<file path="config.mk">
export PLATFORM = sky130hd
export DESIGN_NAME = digit_scan_ctrl
export DESIGN_NICKNAME = d
export VERILOG_FILES = /design/src/rtl/disp_pkg.sv /design/src/rtl/scan_prescaler.sv /design/src/rtl/digit_scan_ctrl.sv
export SDC_FILE = /design/constraint.sdc
export NUM_CORES = 1
export LEC_CHECK = 0
export ABC_CLOCK_PERIOD_IN_PS = 3450
export CAP_MARGIN = 20
export CORE_AREA = 2 2 82 84
export DETAILED_ROUTE_END_ITERATION = 6
export DIE_AREA = 0 0 84 86
export PLACE_DENSITY = 0.7
export SETUP_SLACK_MARGIN = 0.3
export SLEW_MARGIN = 25
export SYNTH_ARGS = -nofsm -noshare
export SYNTH_HDL_FRONTEND = slang
export SYNTH_SLANG_ARGS = --single-unit
</file>
<file path="constraint.sdc">
create_clock -name clk -period 3.45 [get_ports clk]
set_input_delay 0.5175 -clock clk [delete_from_list [all_inputs] [get_ports clk]]
set_output_delay 0.5175 -clock clk [all_outputs]
set_load 0.005 [all_outputs]
</file>
<file path="src/rtl/disp_pkg.sv">
// Display code definitions shared by the digit scan controller and the
// 7-segment code decoder.
//
// Contents:
//   disp_code_t       4-bit display code (0-9 are digits, the rest are glyphs)
//   CODE_* constants  named glyph codes
//   is_zero_or_blank  helper used by leading-zero suppression
package disp_pkg;

    typedef logic [3:0] disp_code_t;

    localparam disp_code_t CODE_ZERO  = 4'b0000;
    localparam disp_code_t CODE_L     = 4'b1010;
    localparam disp_code_t CODE_C     = 4'b1011;
    localparam disp_code_t CODE_BLANK = 4'b1100;
    localparam disp_code_t CODE_P     = 4'b1101;
    localparam disp_code_t CODE_N     = 4'b1110;
    localparam disp_code_t CODE_A     = 4'b1111;

    // True when a digit contributes nothing visible to the left of a number.
    function automatic logic is_zero_or_blank(input disp_code_t code);
        return (code == CODE_ZERO) || (code == CODE_BLANK);
    endfunction

endpackage

</file>
<file path="src/rtl/scan_prescaler.sv">
// Generic modulo-SCAN_DIV tick generator. The counter runs 0..SCAN_DIV-1
// and wraps; tick is high (combinationally) while the count sits at its
// last value, so downstream logic acts on the wrapping edge.
//
// Ports:
//   clk    in   system clock
//   reset  in   asynchronous, active-high reset (count returns to 0)
//   tick   out  high for one cycle out of every SCAN_DIV
module scan_prescaler #(
    parameter int SCAN_DIV = 50000
) (
    input  logic clk,
    input  logic reset,
    output logic tick
);

    localparam int CW = (SCAN_DIV > 1) ? $clog2(SCAN_DIV) : 1;
    localparam logic [CW-1:0] LAST_COUNT = CW'(SCAN_DIV - 1);

    logic [CW-1:0] count_q;
    logic [CW-1:0] count_d;

    // Wrap to zero on the terminal count instead of relying on overflow,
    // so non-power-of-two dividers work.
    always_comb begin
        tick    = (count_q == LAST_COUNT);
        count_d = tick ? '0 : count_q + CW'(1);
    end

    always_ff @(posedge clk or posedge reset) begin
        if (reset) begin
            count_q <= '0;
        end else begin
            count_q <= count_d;
        end
    end

endmodule

</file>
<file path="src/rtl/digit_scan_ctrl.sv">
// Digit scan controller: holds a frame of DIGITS 4-bit display codes and
// time-multiplexes them, one digit per scan slot, onto the decoder's num
// input together with an active-low digit select. dig_sel trails num by
// one clock so it lines up with the decoder's registered segment output.
// New frames arrive over a valid/ready handshake into a pending buffer and
// are swapped into the display buffer only on a frame boundary.
//
// Optional build macro:
//   LEADING_ZERO_BLANK_EN  blank zero digits that have only zero/blank
//                          digits above them (digit 0 is always shown)
//
// Ports:
//   clk         in   system clock
//   reset       in   asynchronous, active-high reset
//   ld_valid    in   producer offers ld_data
//   ld_ready    out  a new frame can be accepted
//   ld_data     in   frame codes, digit i in bits [4i+3:4i], digit 0 rightmost
//   blink_mask  in   bit i set: digit i blinks (sampled live)
//   num         out  code for the decoder
//   dig_sel     out  active-low one-hot digit enable
//   frame_tick  out  one-cycle pulse after every frame boundary
module digit_scan_ctrl #(
    parameter int DIGITS       = 4,
    parameter int SCAN_DIV     = 50000,
    parameter int BLINK_FRAMES = 128
) (
    input  logic                  clk,
    input  logic                  reset,
    input  logic                  ld_valid,
    output logic                  ld_ready,
    input  logic [4*DIGITS-1:0]   ld_data,
    input  logic [DIGITS-1:0]     blink_mask,
    output logic [3:0]            num,
    output logic [DIGITS-1:0]     dig_sel,
    output logic                  frame_tick
);

    import disp_pkg::*;

    localparam int IW = $clog2(DIGITS);
    localparam logic [IW-1:0] LAST_IDX = IW'(DIGITS - 1);

    localparam int BW = (BLINK_FRAMES > 1) ? $clog2(BLINK_FRAMES) : 1;
    localparam logic [BW-1:0] BLINK_LAST = BW'(BLINK_FRAMES - 1);

    localparam logic [0:0] PHASE_OFF = 1'b0;
    localparam logic [0:0] PHASE_ON  = 1'b1;

    logic                 slot_end;
    logic                 frame_end;
    logic                 accept;
    logic                 swap;

    logic [IW-1:0]        idx_q, idx_d;
    logic [4*DIGITS-1:0]  disp_q, disp_d;
    logic [4*DIGITS-1:0]  pend_q, pend_d;
    logic                 ld_ready_q, ld_ready_d;
    logic                 frame_tick_q, frame_tick_d;
    logic [BW-1:0]        blink_cnt_q, blink_cnt_d;
    logic [0:0]           phase_q, phase_d;
    disp_code_t           num_q, num_d;
    logic [DIGITS-1:0]    dig_sel_q, dig_sel_d;

    disp_code_t           code_sel;
    logic                 mask_sel;
    logic                 lz_sel;
    logic [DIGITS-1:0]    lz_vec;

    scan_prescaler #(
        .SCAN_DIV (SCAN_DIV)
    ) u_prescaler (
        .clk   (clk),
        .reset (reset),
        .tick  (slot_end)
    );

    // Digit index, handshake and buffer swap. ld_ready low means the pending
    // buffer holds an accepted frame, so the swap keys off that alone; a frame
    // accepted on the frame_end edge therefore waits a full frame.
    always_comb begin
        frame_end = slot_end && (idx_q == LAST_IDX);
        idx_d     = idx_q;
        if (slot_end) begin
            idx_d = (idx_q == LAST_IDX) ? '0 : idx_q + IW'(1);
        end

        accept = ld_valid && ld_ready_q;
        swap   = frame_end && !ld_ready_q;

        pend_d     = accept ? ld_data : pend_q;
        disp_d     = swap ? pend_q : disp_q;
        ld_ready_d = ld_ready_q;
        if (accept) begin
            ld_ready_d = 1'b0;
        end
        if (swap) begin
            ld_ready_d = 1'b1;
        end

        frame_tick_d = frame_end;
    end

    // Blink phase flips every BLINK_FRAMES frames.
    always_comb begin
        blink_cnt_d = blink_cnt_q;
        phase_d     = phase_q;
        if (frame_end) begin
            if (blink_cnt_q == BLINK_LAST) begin
                blink_cnt_d = '0;
                phase_d     = ~phase_q;
            end else begin
                blink_cnt_d = blink_cnt_q + BW'(1);
            end
        end
    end

    // Selection uses next-state buffer, index and phase so the first digit
    // of a frame already reflects the swapped contents and the new phase.
    always_comb begin
        code_sel = CODE_BLANK;
        mask_sel = 1'b0;
        lz_sel   = 1'b0;
        lz_vec   = '0;
`ifdef LEADING_ZERO_BLANK_EN
        begin : lz_scan
            logic higher_clear;
            higher_clear = 1'b1;
            // Walk from the leftmost digit down; a zero is leading while
            // everything to its left is zero or blank.
            for (int i = DIGITS - 1; i >= 0; i--) begin
                lz_vec[i]    = (i != 0) && higher_clear &&
                               (disp_d[4*i +: 4] == CODE_ZERO);
                higher_clear = higher_clear && is_zero_or_blank(disp_d[4*i +: 4]);
            end
        end
`endif
        for (int i = 0; i < DIGITS; i++) begin
            if (idx_d == IW'(i)) begin
                code_sel = disp_d[4*i +: 4];
                mask_sel = blink_mask[i];
                lz_sel   = lz_vec[i];
            end
        end

        num_d = num_q;
        if (slot_end) begin
            num_d = code_sel;
            if (lz_sel) begin
                num_d = CODE_BLANK;
            end
            if (mask_sel && (phase_d == PHASE_OFF)) begin
                num_d = CODE_BLANK;
            end
        end

        // num_q always belongs to idx_q, so this lags num by one clock.
        dig_sel_d = ~(DIGITS'(1) << idx_q);
    end

    always_ff @(posedge clk or posedge reset) begin
        if (reset) begin
            idx_q        <= '0;
            disp_q       <= {DIGITS{CODE_BLANK}};
            pend_q       <= {DIGITS{CODE_BLANK}};
            ld_ready_q   <= 1'b1;
            frame_tick_q <= 1'b0;
            blink_cnt_q  <= '0;
            phase_q      <= PHASE_ON;
            num_q        <= CODE_BLANK;
            dig_sel_q    <= '1;
        end else begin
            idx_q        <= idx_d;
            disp_q       <= disp_d;
            pend_q       <= pend_d;
            ld_ready_q   <= ld_ready_d;
            frame_tick_q <= frame_tick_d;
            blink_cnt_q  <= blink_cnt_d;
            phase_q      <= phase_d;
            num_q        <= num_d;
            dig_sel_q    <= dig_sel_d;
        end
    end

    assign ld_ready   = ld_ready_q;
    assign frame_tick = frame_tick_q;
    assign num        = num_q;
    assign dig_sel    = dig_sel_q;

endmodule

</file>
==> flow_summary_export.csv <==
group,metric,value,unit
sta,setup_slack,0.526,ns
synthesis,synth_top_area_share,36.0,%
placed_design,place_area,0.00347,sq mm
clock_network,cts.path.max_buffers,2,
cells_and_area,nNetsFinal,328,
grt,grt_overflow,0,
clock_network,cts_tree,"done",
cells_and_area,fin_cells,381,
die,die_x,84,um
synthesis,synth_compound_gate_area_share,8.09,%
critical_path,crit_arrival,3.15,ns
sta,finalCritPeriodShare,84.8,%
clock_network,clkTransAtPathRegs,0.07,ns
cells_and_area,antennaDiodeCount,0,
cells_and_area,drive_above_1_share,24.3,%
grt,antenna_found_initial,0,
critical_path,cp_slowest_cell,"or4b_1",
clock_network,post_cts_resized,0,
synthesis,synth_simple_gate_area_share,15.5,%
synthesis,synth_area_leaders,"dfrtp_1 (36%), dfstp_2 (21%), mux2_2 (8.8%)",
critical_path,rr_worst_depth,6,
die,core.rowCount,29,
synthesis,yosysTopAreaCell,"dfrtp_1",
die,core_area,0.00628,sq mm
route,via_per_inst,5.36,
grt,grt_pass1_wl,9.84,mm
power_and_ir_drop,p_leak,1.64,nW
synthesis,ys_ff_latch,68,
power_and_ir_drop,clkPwrFrac,42.1,%
synthesis,synth_commonest_cells,"dfrtp_1 (44), nand2_1 (37), dfstp_2 (24), mux2_2 (24), nor2_1 (14)",
route,antenna_left,0,
sta,maxSlewHeadroom,56.7,%
synthesis,synth_xor_area_share,4.87,%
synthesis,ys.warnings.count,0,
hold_path,holdCritPathClass,"reg2reg",
sta,fin_skew,0.0125,ns
synthesis,ys_seq_area_share,56.6,%
sta,rsz0062_at_grt,"false",
critical_path,worstSetupEndpointType,"flop",
sta,finalSetupViolCount,0,
hold_path,hold_depth,1,
route,first_iter_violations,57,
clock_network,postCtsHoldBufs,0,
synthesis,synth_ff_type,"dfrtp_1",
synthesis,synth_mux_area_share,9.48,%
power_and_ir_drop,pwr-share-seq,53.8,%
grt,grt.total_usage,17.6,%
run,drv_cap,0,
die,die_h,86,um
critical_path,cp_cell_sequence,"or4b_1, or4_4, nor2_8, mux2_2, o22a_1, a32o_1",
critical_path,path_depth,6,
critical_path,critPathBufInv,0,
route,wl_per_cell,14.7,um
sta,clock.fmax,342,MHz
sta,hold_viol_final,0,
power_and_ir_drop,powerDensity,426,mW/mm^2
synthesis,postSynthAreaPerCell,11.9,sq um
clock_network,post_cts_buffers,0,
die,ios,33,
die,die-area,0.00722,sq mm
synthesis,syn_nets,286,
placed_design,port_buffers,32,
placed_design,post-place-ws,0.520,ns
placed_design,place_inst,365,
run_status,outcome,"finished clean",
synthesis,syn_inst,257,
clock_network,clock-sinks,68,
grt,grt_pass1_vias,2070,
cells_and_area,final_cell_area,0.00367,sq mm
power_and_ir_drop,power.switching,322,uW
route,drc,0,
power_and_ir_drop,swShare,20.6,%
placed_design,hpwl,4.09,mm
critical_path,max_stage_delay,0.67,ns
critical_path,crit_fanout,12,
synthesis,synth_area,0.00306,sq mm
cells_and_area,synthToLayoutAreaGrowth,19.8,%
critical_path,crit_required,3.68,ns
die,start_util,48.8,%
synthesis,synth_top_family_by_area,"simple AND/OR/NAND/NOR gates",
critical_path,timing.critical_path.max_delay_family,"simple AND/OR/NAND/NOR gates",
synthesis,yosys.area_share.adder,2.45,%
sta,worst_pin_slew,0.648,ns
clock_network,root_buffer,"clkbuf_8",
critical_path,path_class,"reg2reg",
clock_network,clk_latency,0.34,ns
sta,fin_setup_tns,0,ns
synthesis,synth_edf_count,0,
sta,period_minus_slack,2.92,ns
route,dr.pass1.iters,4,
placed_design,gp_congestion,0.777,
route,vias,2042,
synthesis,synthMostInstantiatedCell,"dfrtp_1",
cells_and_area,utilization,58.4,%
clock_network,h-tree-depth,3,
clock_network,numCtsBuffers,9,
power_and_ir_drop,peakVddDrop,251,uV
synthesis,ys_types,44,
sta,drv_slew,0,
grt,grt_max_degree,28,
critical_path,critPathLaunchType,"flop",
route,wl,5.60,mm
power_and_ir_drop,combPwrFrac,4.1,%
power_and_ir_drop,internal_power,1.24,mW
synthesis,async_flop_share,100,%
-- routing by layer --
layer / share of wire, % / vias up / global-route usage (%)
met2: 48 / 39 / 27.1
met1: 47 / 1012 / 23.6
met4: 1.8 / 0 / 7.48
met5: 0 / - / 0
met3: 3.8 / 7 / 4.91
li1: - / 984 / -
-- sequential cells by signal (all words and copies together), names as in the netlist --
register and cells:
idx_q 2, blink_cnt_q 7, u_prescaler.count_q 16, num 4
disp_q 16, ld_ready 1, frame_tick 1, phase_q 1
dig_sel 4, pend_q 16
-- worst paths after layout --
kind	from	to	slack (ns)
max reg2reg	u_prescaler.count_q[7]$_DFF_PP0_	num[0]$_DFFE_PP0N_	0.53
min	u_prescaler.count_q[0]$_DFF_PP0_	u_prescaler.count_q[0]$_DFF_PP0_	0.45
min reg2reg	u_prescaler.count_q[0]$_DFF_PP0_	u_prescaler.count_q[0]$_DFF_PP0_	0.45
min in group asynchronous	reset	pend_q[8]$_DFFE_PP0P_	0.48
max in group asynchronous	reset	disp_q[11]$_DFF_PP1_	2.22
max	u_prescaler.count_q[7]$_DFF_PP0_	num[0]$_DFFE_PP0N_	0.53
-- power groups by stage --
stage               clock, mW  combinational (mW)  sequential [mW]
detailed placement          0              0.0661            0.854
CTS                     0.673              0.0664            0.840
finish                  0.659              0.0641            0.840
global placement            0              0.0646            0.853
global route            0.715              0.0726            0.843
floorplan                   0              0.0322            0.848
-- cell families after synthesis --
group,count (synthesis)
adder cells (fa/ha/maj),6
multiplexers,26
flip-flops,68
AND/OR/NAND/NOR,90
XOR/XNOR,17
buffers and inverters,19
AO/OA/AOI/OAI,31
-- layout make-up --
type / instances / area, sq um
Fill cell: 536 / 2610
Inverter: 14 / 52.6
Clock inverter: 2 / 35.0
Clock buffer: 14 / 163
Multi-Input combinational cell: 170 / 1240
Sequential cell: 68 / 1730
Timing Repair Buffer: 36 / 350
Tap cell: 77 / 96.3
-- per-stage QoR --
step	total power [mW]	hold slack, ns
2_1_floorplan	0.881	0.425
3_3_place_gp	0.918	0.447
3_5_place_dp	0.920	0.446
4_1_cts	1.58	0.455
5_1_grt	1.63	0.476
6_report	1.56	0.452
-- cell usage in the layout, fill, tap and decap left out, types with 10 or more instances in the layout --
cell	count
dfrtp_1	44
nand2_1	37
clkdlybuf4s50_1	32
mux2_2	24
dfstp_2	24
nor2_1	14
nand3_1	12
inv_1	11
xor2_1	11
clkbuf_8	11
and3_1	10
Note: power is estimated with default switching activity, not from simulation.
